File: src/rtl/mac_pkg.sv
// Shared MAC definitions: mode encodings, result width and the tagged result record.
package mac_pkg;

    localparam logic MODE_SUMP = 1'b0;
    localparam logic MODE_TRI  = 1'b1;

    localparam int MAC_DATA_W = 17;

    typedef struct packed {
        logic                  mode;
        logic [MAC_DATA_W-1:0] data;
    } mac_result_t;

endpackage

File: src/rtl/mac_result_fifo.sv
// Generic synchronous FIFO with extra-MSB pointers for full/empty disambiguation.
// Latency: a push at edge N is visible at pop_data after edge N; no bypass.
// Backpressure: none internal; the caller must not push when full unless popping.
module mac_result_fifo #(
    parameter int DEPTH = 8,
    parameter int WIDTH = 18
) (
    input  logic                     clk,
    input  logic                     reset,
    input  logic                     push,
    input  logic [WIDTH-1:0]         push_data,
    input  logic                     pop,
    output logic [WIDTH-1:0]         pop_data,
    output logic                     full,
    output logic                     empty,
    output logic [$clog2(DEPTH):0]   level
);

    localparam int AW = $clog2(DEPTH);
    localparam logic [AW:0] PTR_ONE = {{AW{1'b0}}, 1'b1};

    logic [WIDTH-1:0] mem [DEPTH];
    logic [AW:0]      wr_ptr;
    logic [AW:0]      rd_ptr;

    always_ff @(posedge clk) begin
        if (reset) begin
            wr_ptr <= '0;
            rd_ptr <= '0;
        end else begin
            if (push) wr_ptr <= wr_ptr + PTR_ONE;
            if (pop)  rd_ptr <= rd_ptr + PTR_ONE;
        end
    end

    // Storage is not reset; the pointers alone define which entries are live.
    always_ff @(posedge clk) begin
        if (push) mem[wr_ptr[AW-1:0]] <= push_data;
    end

    assign pop_data = mem[rd_ptr[AW-1:0]];
    assign empty    = (wr_ptr == rd_ptr);
    assign full     = (wr_ptr[AW] != rd_ptr[AW]) && (wr_ptr[AW-1:0] == rd_ptr[AW-1:0]);
    assign level    = wr_ptr - rd_ptr;

endmodule

File: src/rtl/mac_result_collector.sv
// Buffers mode-tagged MAC results for a valid/ready consumer; counts drops; MAC_COLLECT_SUM_EN adds a running sum.
// Latency: one cycle from valid_output to res_valid, no combinational input-to-output path.
// Backpressure: when full and not popping, the incoming result is dropped and recorded in overflow/drop_cnt.
module mac_result_collector
    import mac_pkg::*;
#(
    parameter int DATA_W = MAC_DATA_W,
    parameter int DEPTH  = 8,
    parameter int CNT_W  = 8,
    parameter int SUM_W  = 24
) (
    input  logic                     clk,
    input  logic                     reset,
    input  logic                     valid_output,
    input  logic [DATA_W-1:0]        final_output,
    input  logic                     mode,
    output logic                     res_valid,
    input  logic                     res_ready,
    output logic [DATA_W:0]          res_data,
    output logic [$clog2(DEPTH):0]   level,
    output logic                     overflow,
    output logic [CNT_W-1:0]         drop_cnt,
    input  logic                     clear_stats,
    output logic [SUM_W-1:0]         sum_out
);

    localparam logic [CNT_W-1:0] CNT_ONE = {{(CNT_W-1){1'b0}}, 1'b1};

    logic            full;
    logic            empty;
    logic            push;
    logic            pop;
    logic            drop;
    logic [DATA_W:0] head;
    logic [DATA_W:0] last;

    assign res_valid = !empty;
    assign pop       = res_valid && res_ready;
    // A pop frees a slot on the same edge, so a full FIFO can still accept.
    assign push      = valid_output && (!full || pop);
    assign drop      = valid_output && full && !pop;

    mac_result_fifo #(
        .DEPTH (DEPTH),
        .WIDTH (DATA_W + 1)
    ) u_fifo (
        .clk       (clk),
        .reset     (reset),
        .push      (push),
        .push_data ({mode, final_output}),
        .pop       (pop),
        .pop_data  (head),
        .full      (full),
        .empty     (empty),
        .level     (level)
    );

    // Remember the last delivered entry so res_data holds while empty.
    always_ff @(posedge clk) begin
        if (reset)    last <= '0;
        else if (pop) last <= head;
    end

    assign res_data = empty ? last : head;

    always_ff @(posedge clk) begin
        if (reset) begin
            overflow <= 1'b0;
            drop_cnt <= '0;
        end else if (drop) begin
            overflow <= 1'b1;
            if (clear_stats)    drop_cnt <= CNT_ONE;
            else if (!(&drop_cnt)) drop_cnt <= drop_cnt + CNT_ONE;
        end else if (clear_stats) begin
            overflow <= 1'b0;
            drop_cnt <= '0;
        end
    end

`ifdef MAC_COLLECT_SUM_EN
    logic [SUM_W-1:0] sum_q;
    logic [SUM_W-1:0] sum_base;
    logic [SUM_W:0]   sum_wide;
    logic [SUM_W-1:0] sum_next;

    always_comb begin
        sum_base = clear_stats ? '0 : sum_q;
        sum_wide = {1'b0, sum_base} + (SUM_W+1)'(final_output);
        sum_next = sum_base;
        if (push) sum_next = sum_wide[SUM_W] ? '1 : sum_wide[SUM_W-1:0];
    end

    always_ff @(posedge clk) begin
        if (reset) sum_q <= '0;
        else       sum_q <= sum_next;
    end

    assign sum_out = sum_q;
`else
    assign sum_out = '0;
`endif

endmodule

File: config.mk
export PLATFORM = sky130hd
export DESIGN_NAME = mac_result_collector
export DESIGN_NICKNAME = d
export VERILOG_FILES = /design/src/rtl/mac_pkg.sv /design/src/rtl/mac_result_fifo.sv /design/src/rtl/mac_result_collector.sv
export SDC_FILE = /design/constraint.sdc
export NUM_CORES = 1
export LEC_CHECK = 0
export ABC_AREA = 1
export BUFFER_PORTS_ARGS = -buffer_cell sky130_fd_sc_hd__buf_2
export CAP_MARGIN = 15
export CORE_UTILIZATION = 38
export DETAILED_ROUTE_END_ITERATION = 16
export GPL_TIMING_DRIVEN = 0
export MAX_ROUTING_LAYER = met4
export RECOVER_POWER = 25
export SETUP_SLACK_MARGIN = 0.1
export SYNTH_ARGS = -nofsm -noshare
export SYNTH_HDL_FRONTEND = slang
export SYNTH_HIERARCHICAL = 1
export SYNTH_SLANG_ARGS = --single-unit
File: constraint.sdc
create_clock -name clk -period 3.2 [get_ports clk]
set_clock_uncertainty 0.05 [all_clocks]
set_input_delay 0.16 -clock clk [delete_from_list [all_inputs] [get_ports clk]]
set_output_delay 0.16 -clock clk [all_outputs]
set_load 0.005 [all_outputs]
==> results of run 1 <==
-- critical path, stage by stage, from the launching register on --
cell and delay (ns):
dfxtp_1 0.40, inv_1 0.11, ha_1 0.32, nand3_1 0.12, nor2_1 0.06, inv_1 0.09, nand2_1 0.11, buf_2 0.19
buf_2 0.21, a21boi_2 0.31, nand2_2 0.22, nor2_4 0.26, buf_8 0.19
-- worst max-delay path by stage --
| stage | start | endpoint | slack (ns) | cells past startpoint |
|---|---|---|---|---|
| 5_1_grt | u_fifo/wr_ptr[0] | u_fifo/mem[7][8] | 0.09 | 12 |
| 4_1_cts | u_fifo/rd_ptr[1] | u_fifo/mem[7][12] | 0.06 | 12 |
| 2_1_floorplan | u_fifo/wr_ptr[0] | u_fifo/mem[3][0] | 0.01 | 11 |
| 3_3_place_gp | u_fifo/rd_ptr[1] | u_fifo/mem[1][8] | -1.22 | 11 |
| 6_report | u_fifo/wr_ptr[0] | u_fifo/mem[7][8] | 0.25 | 12 |
| 3_5_place_dp | u_fifo/rd_ptr[1] | u_fifo/mem[4][8] | -0.67 | 11 |
-- metal layers --
metal  wire, um  share of wire [%]  vias to the layer above  track usage (%)
met5          0                  0                        -                -
met4        359                1.8                        0            6.650
met2       9106                 47                      175            30.00
li1           -                  -                     3146                -
met3        994                5.1                       27            3.464
met1       8949                 46                     2740            23.90
-- stage by stage --
stage	utilization [%]	instance area [um^2]
global placement	42.02	9141
finish	46.85	10190
detailed placement	42.56	9259
floorplan	-	8521
CTS	46.88	10200
global route	46.85	10190
-- layout by cell type (no fill, tap or decap), types with 2 or more instances in the layout --
cell,n
a21oi_1,34
buf_12,8
buf_2,56
buf_4,34
buf_6,6
buf_8,7
clkbuf_1,21
clkbuf_16,17
clkinv_1,3
clkinv_2,3
clkinvlp_4,3
conb_1,24
dfxtp_1,38
dlygate4sd3_1,20
edfxtp_1,144
ha_1,6
inv_1,182
nand2_1,288
nand2_2,5
nand3_1,91
nand4_1,2
nor2_1,25
nor2_4,9
o21ai_0,39
-- power breakdown --
| group | total [W] | leakage (nW) | switching [W] | internal [W] |
|---|---|---|---|---|
| registers | 0.00266 | 1.62 | 0.0000265 | 0.00264 |
| clock network | 0.00190 | 0.248 | 0.000845 | 0.00106 |
| logic | 0.00102 | 2.75 | 0.000659 | 0.000364 |
| total | 0.00559 | 4.62 | 0.00153 | 0.00406 |
-- cell families after synthesis --
group / share of synthesized area [%]
AOI/OAI and AO/OA: 4.618
DFF: 60.34
and+or+nand+nor: 20.52
other: 0.04450
buffers and inverters: 13.14
xor gates and xnor gates: 0.2079
adders and majority gates: 1.128
-- layout make-up --
class                           count  area [um^2]
Buffer                             58        401.6
Tap cell                          280        350.3
Inverter                          186        705.7
Clock inverter                     10        83.83
Fill cell                        2042        11560
Antenna cell                        1        2.502
Timing Repair Buffer               91        734.5
Sequential cell                   182         5085
Clock buffer                       21        440.4
Multi-Input combinational cell    531         2390
-- state kept, by name, indices dropped and copies added, names as in the netlist, named ones only --
signal / count
u_fifo/mem: 144
last: 18
drop_cnt: 8
u_fifo/rd_ptr: 4
u_fifo/wr_ptr: 4
overflow: 1
-- repair_timing --
item	4_1_cts	5_1_grt
pin swaps	8	0
endpoints found under the hold margin	148	0
buffers inserted	10	0
gates resized for setup	9	3
hold buffers	20	0
setup endpoints to repair	145	145
==> metrics, run 1 <==
router iterations before antenna repair 5; post-synth top area cell edfxtp_1; reg2reg end u_fifo/mem[7][8]; TritonCTS buffer count 17; layout cell share with drive strength beyond 1 14.46%; DR vias 6088; post-synth cell types 30; Max-slew headroom 60.34%; global-route wire length before repair 30280 um; r2r worst-path depth 12; final hold viol count 0; CTS root buf clkbuf_16; fraction of registers with async set/reset 0%; Final Max Tran Viols 0; Least-Margin Pin Slew 0.5949 ns; minimum clock period 2.945 ns; Area Overhead vs Synth 20.96%; GRT overflow 0; Routed WL per cell 14.27 um; Main synth FF type edfxtp_1; Cells after Synth 934; worst min path class in2reg; CTS clk-pin slew, worst paths 0.07 ns; number of global-route vias before repair 5517; Post-synth EDFFs 144; Ys Warns 6; top post-synthesis cells by count nand2_1 (290), inv_1 (182), edfxtp_1 (144), nand3_1 (91), o21ai_0 (39); Place WS -0.6652 ns; htree depth 4; PD cells 548.3 mW/mm^2; core area 0.02176 mm^2; final worst-path setup slack 0.2545 ns; flop-to-flop setup slack 0.25 ns; count leader, synth nand2_1; hold slack final 0.08388 ns; CP startpoint kind register; Post-Syn Area 0.008427 mm^2; clk_lat worst skew 0.43 ns; Hold EP drop_cnt[2]; peak supply drop 227.5 uV; GRT Overall Usage 18.78%; num rows 54; clk sinks 182; Die Span Y 150.9 um; initial core utilization 38.73%; critical path capture point type register; setup TNS 0 ns; I/O Pins 79; area share of the largest cell type after synthesis 51.31%; pin count of the biggest net entering global routing 19; Pleak 4.621 nW; DP HPWL 13170 um; max cap viols 0; RSZ-0062 raised after global routing false; total power draw 0.005589 W; final net count 1097; Die Span X 150.9 um; worst r2r src u_fifo/wr_ptr[0]; hold path cells 4; Via density 4.476; Clock Path Buffers 2; initial antenna violation count 1; GP Congestion 0.8327; hold path start res_ready; status finished, final reports clean; Total Die Area 0.02278 mm^2; # port buffers 54; Mapped Avg Cell Area 9.022 um^2; proportion of synthesized chip area in sequential cells 60.34%; critical-path maximum fanout 10; DR iter-0 viols 350; CTS tree yes; Detailed Route WL 19410 um; number of nets still failing antenna checks after routing 0; WP data required 3.29 ns; Synth area leaders edfxtp_1 (51%), nand2_1 (13%), dfxtp_1 (9.0%); CP Data Arrival Time 3.03 ns; post-route DRC violation count 0; fraction of the cycle the final worst path needs 92.05%; Crit Path Class reg2reg; Max Fclk 339.5 MHz; placed cells 1298; Final Non-Filler Cells 1360; Synth Register Bits 182; # setup viols final 0
(Power assumes the default switching activity.)
==> run 2: changes to the inputs <==
==> constraint.sdc (replaced) <==
create_clock -name clk -period 3.44 [get_ports clk]
set_clock_uncertainty 0.05 [all_clocks]
set_input_delay 0.172 -clock clk [delete_from_list [all_inputs] [get_ports clk]]
set_output_delay 0.172 -clock clk [all_outputs]
set_load 0.005 [all_outputs]
==> metrics, run 2 (synthesis gave the netlist of run 1 again) <==
TritonCTS buffer count 17 (unchanged); Final Max Tran Viols 0 (unchanged); peak supply drop 273.9 uV (was 227.5 uV); CP startpoint kind register (unchanged); hold path start res_ready (unchanged); # port buffers 54 (unchanged); Crit Path Class reg2reg (unchanged); CP Data Arrival Time 3.22 ns (was 3.03 ns); placed cells 1299 (was 1298); DR iter-0 viols 389 (was 350); Die Span X 150.9 um (unchanged); number of global-route vias before repair 5695 (was 5517); router iterations before antenna repair 5 (unchanged); critical-path maximum fanout 10 (unchanged); Max-slew headroom 59.39% (was 60.34%); r2r worst-path depth 12 (unchanged); # setup viols final 0 (unchanged); initial core utilization 38.73% (unchanged); WP data required 3.52 ns (was 3.29 ns); hold slack final 0.09887 ns (was 0.08388 ns); Routed WL per cell 14.26 um (was 14.27 um); CTS clk-pin slew, worst paths 0.07 ns (about the same); Final Non-Filler Cells 1356 (was 1360); global-route wire length before repair 30840 um (was 30280 um); flop-to-flop setup slack 0.31 ns (was 0.25 ns); Pleak 4.599 nW (was 4.621 nW); DP HPWL 13580 um (was 13170 um); CTS root buf clkbuf_16 (unchanged); max reg flops 144 (unchanged); fraction of the cycle the final worst path needs 91.12% (was 92.05%); PD cells 515.6 mW/mm^2 (was 548.3 mW/mm^2); Max Fclk 319.0 MHz (was 339.5 MHz); max cap viols 0 (unchanged); htree depth 4 (unchanged); clk sinks 182 (unchanged); CTS tree yes (unchanged); clk_lat worst skew 0.43 ns (about the same); final net count 1092 (was 1097); Multi-input gate area 0.002385 mm^2 (was 0.002390 mm^2); commonest non-fill, non-tap cell in the layout nand2_1 (unchanged); worst min path class in2reg (unchanged); I/O Pins 79 (unchanged); number of nets still failing antenna checks after routing 0 (unchanged); final core occ 46.49% (was 46.85%); pin count of the biggest net entering global routing 17 (was 19); Least-Margin Pin Slew 0.6092 ns (was 0.5949 ns); Area Overhead vs Synth 20.03% (was 20.96%); number of fill cells 2061 (was 2042); GP Congestion 0.8300 (was 0.8327); Total Die Area 0.02278 mm^2 (unchanged); RSZ-0062 raised after global routing false (unchanged); layout cell share with drive strength beyond 1 14.23% (was 14.46%); initial antenna violation count 1 (unchanged); num rows 54 (unchanged); Clock Path Buffers 2 (unchanged); Die Span Y 150.9 um (unchanged); minimum clock period 3.134 ns (was 2.945 ns); worst r2r src u_fifo/rd_ptr[1] (was u_fifo/wr_ptr[0]); post-route DRC violation count 0 (unchanged); most frequent cells in the layout nand2_1 (290), inv_1 (182), edfxtp_1 (144) (was nand2_1 (288), inv_1 (182), edfxtp_1 (144)); Hold EP drop_cnt[2] (unchanged); reg2reg end u_fifo/mem[5][9] (was u_fifo/mem[7][8]); final hold viol count 0 (unchanged); Register Area 0.005085 mm^2 (unchanged); DR vias 6157 (was 6088); GRT Overall Usage 18.88% (was 18.78%); critical path capture point type register (unchanged); GRT overflow 0 (unchanged); hold path cells 4 (unchanged); Via density 4.541 (was 4.476); Detailed Route WL 19330 um (was 19410 um); total power draw 0.005215 W (was 0.005589 W); status finished, final reports clean (unchanged); core area 0.02176 mm^2 (unchanged)
-- run 2: per-layer routing --
layer | part of all wire, % | global-route usage [%]
met1 | 45 | 24.20
met2 | 48 | 30.41
met3 | 5.7 | 2.952
met4 | 1.0 | 6.550
met5 | 0 | -
-- run 2: where the power goes --
group / switching (W) / internal (W) / total, W / leakage (nW)
Combinational: 0.000610 / 0.000337 / 0.000947 / 2.72
Sequential: 0.0000241 / 0.00245 / 0.00248 / 1.62
Clock: 0.000795 / 0.000995 / 0.00179 / 0.263
Total: 0.00143 / 0.00379 / 0.00521 / 4.60
-- run 2: per-stage QoR --
stage / worst slack [ns] / cell area (um^2) / TNS (ns)
after detailed placement: -0.2353 / 9274 / -17.64
after global placement: -1.031 / 9134 / -129.70
after global routing: 0.1120 / 10110 / 0
final: 0.3056 / 10110 / 0
after floorplan: 0.2233 / 8513 / 0
after CTS: 0.1071 / 10070 / 0
-- run 2: cell type report --
| cell class | count | share of cell area [%] |
|---|---|---|
| Clock inverter | 12 | 1.064 |
| Clock buffer | 20 | 4.317 |
| Antenna cell | 1 | 0.02474 |
| Inverter | 186 | 6.977 |
| Timing Repair Buffer | 86 | 6.333 |
| Multi-Input combinational cell | 531 | 23.58 |
| Buffer | 58 | 3.971 |
| Tap cell | 280 | 3.464 |
| Sequential cell | 182 | 50.27 |
-- run 2: worst max path at each step --
stage | start | endpoint | slack, ns | cells after the start
2_1_floorplan | u_fifo/wr_ptr[0] | u_fifo/mem[7][0] | 0.22 | 11
3_3_place_gp | u_fifo/rd_ptr[1] | u_fifo/mem[7][8] | -1.03 | 11
3_5_place_dp | u_fifo/rd_ptr[1] | u_fifo/mem[7][8] | -0.24 | 12
4_1_cts | u_fifo/rd_ptr[1] | u_fifo/mem[1][9] | 0.11 | 12
5_1_grt | u_fifo/rd_ptr[1] | u_fifo/mem[5][0] | 0.11 | 12
6_report | u_fifo/rd_ptr[1] | u_fifo/mem[5][9] | 0.31 | 12
-- run 2: critical path, stage by stage (launching register included) --
cell      delay (ns)
dfxtp_1         0.41
inv_1           0.09
ha_1            0.29
nand3_1         0.10
nor2_1          0.06
inv_1           0.09
nand2_1         0.10
buf_2           0.19
buf_2           0.20
a21boi_2        0.29
nand2_1         0.32
nor2_4          0.42
buf_8           0.21
-- run 2: what timing repair did --
item	4_1_cts	5_1_grt
hold endpoints to repair	140	0
gates resized for setup	9	1
hold buffers	19	0
pin swaps	3	4
endpoints found under the setup margin	145	137
setup buffers	1	4
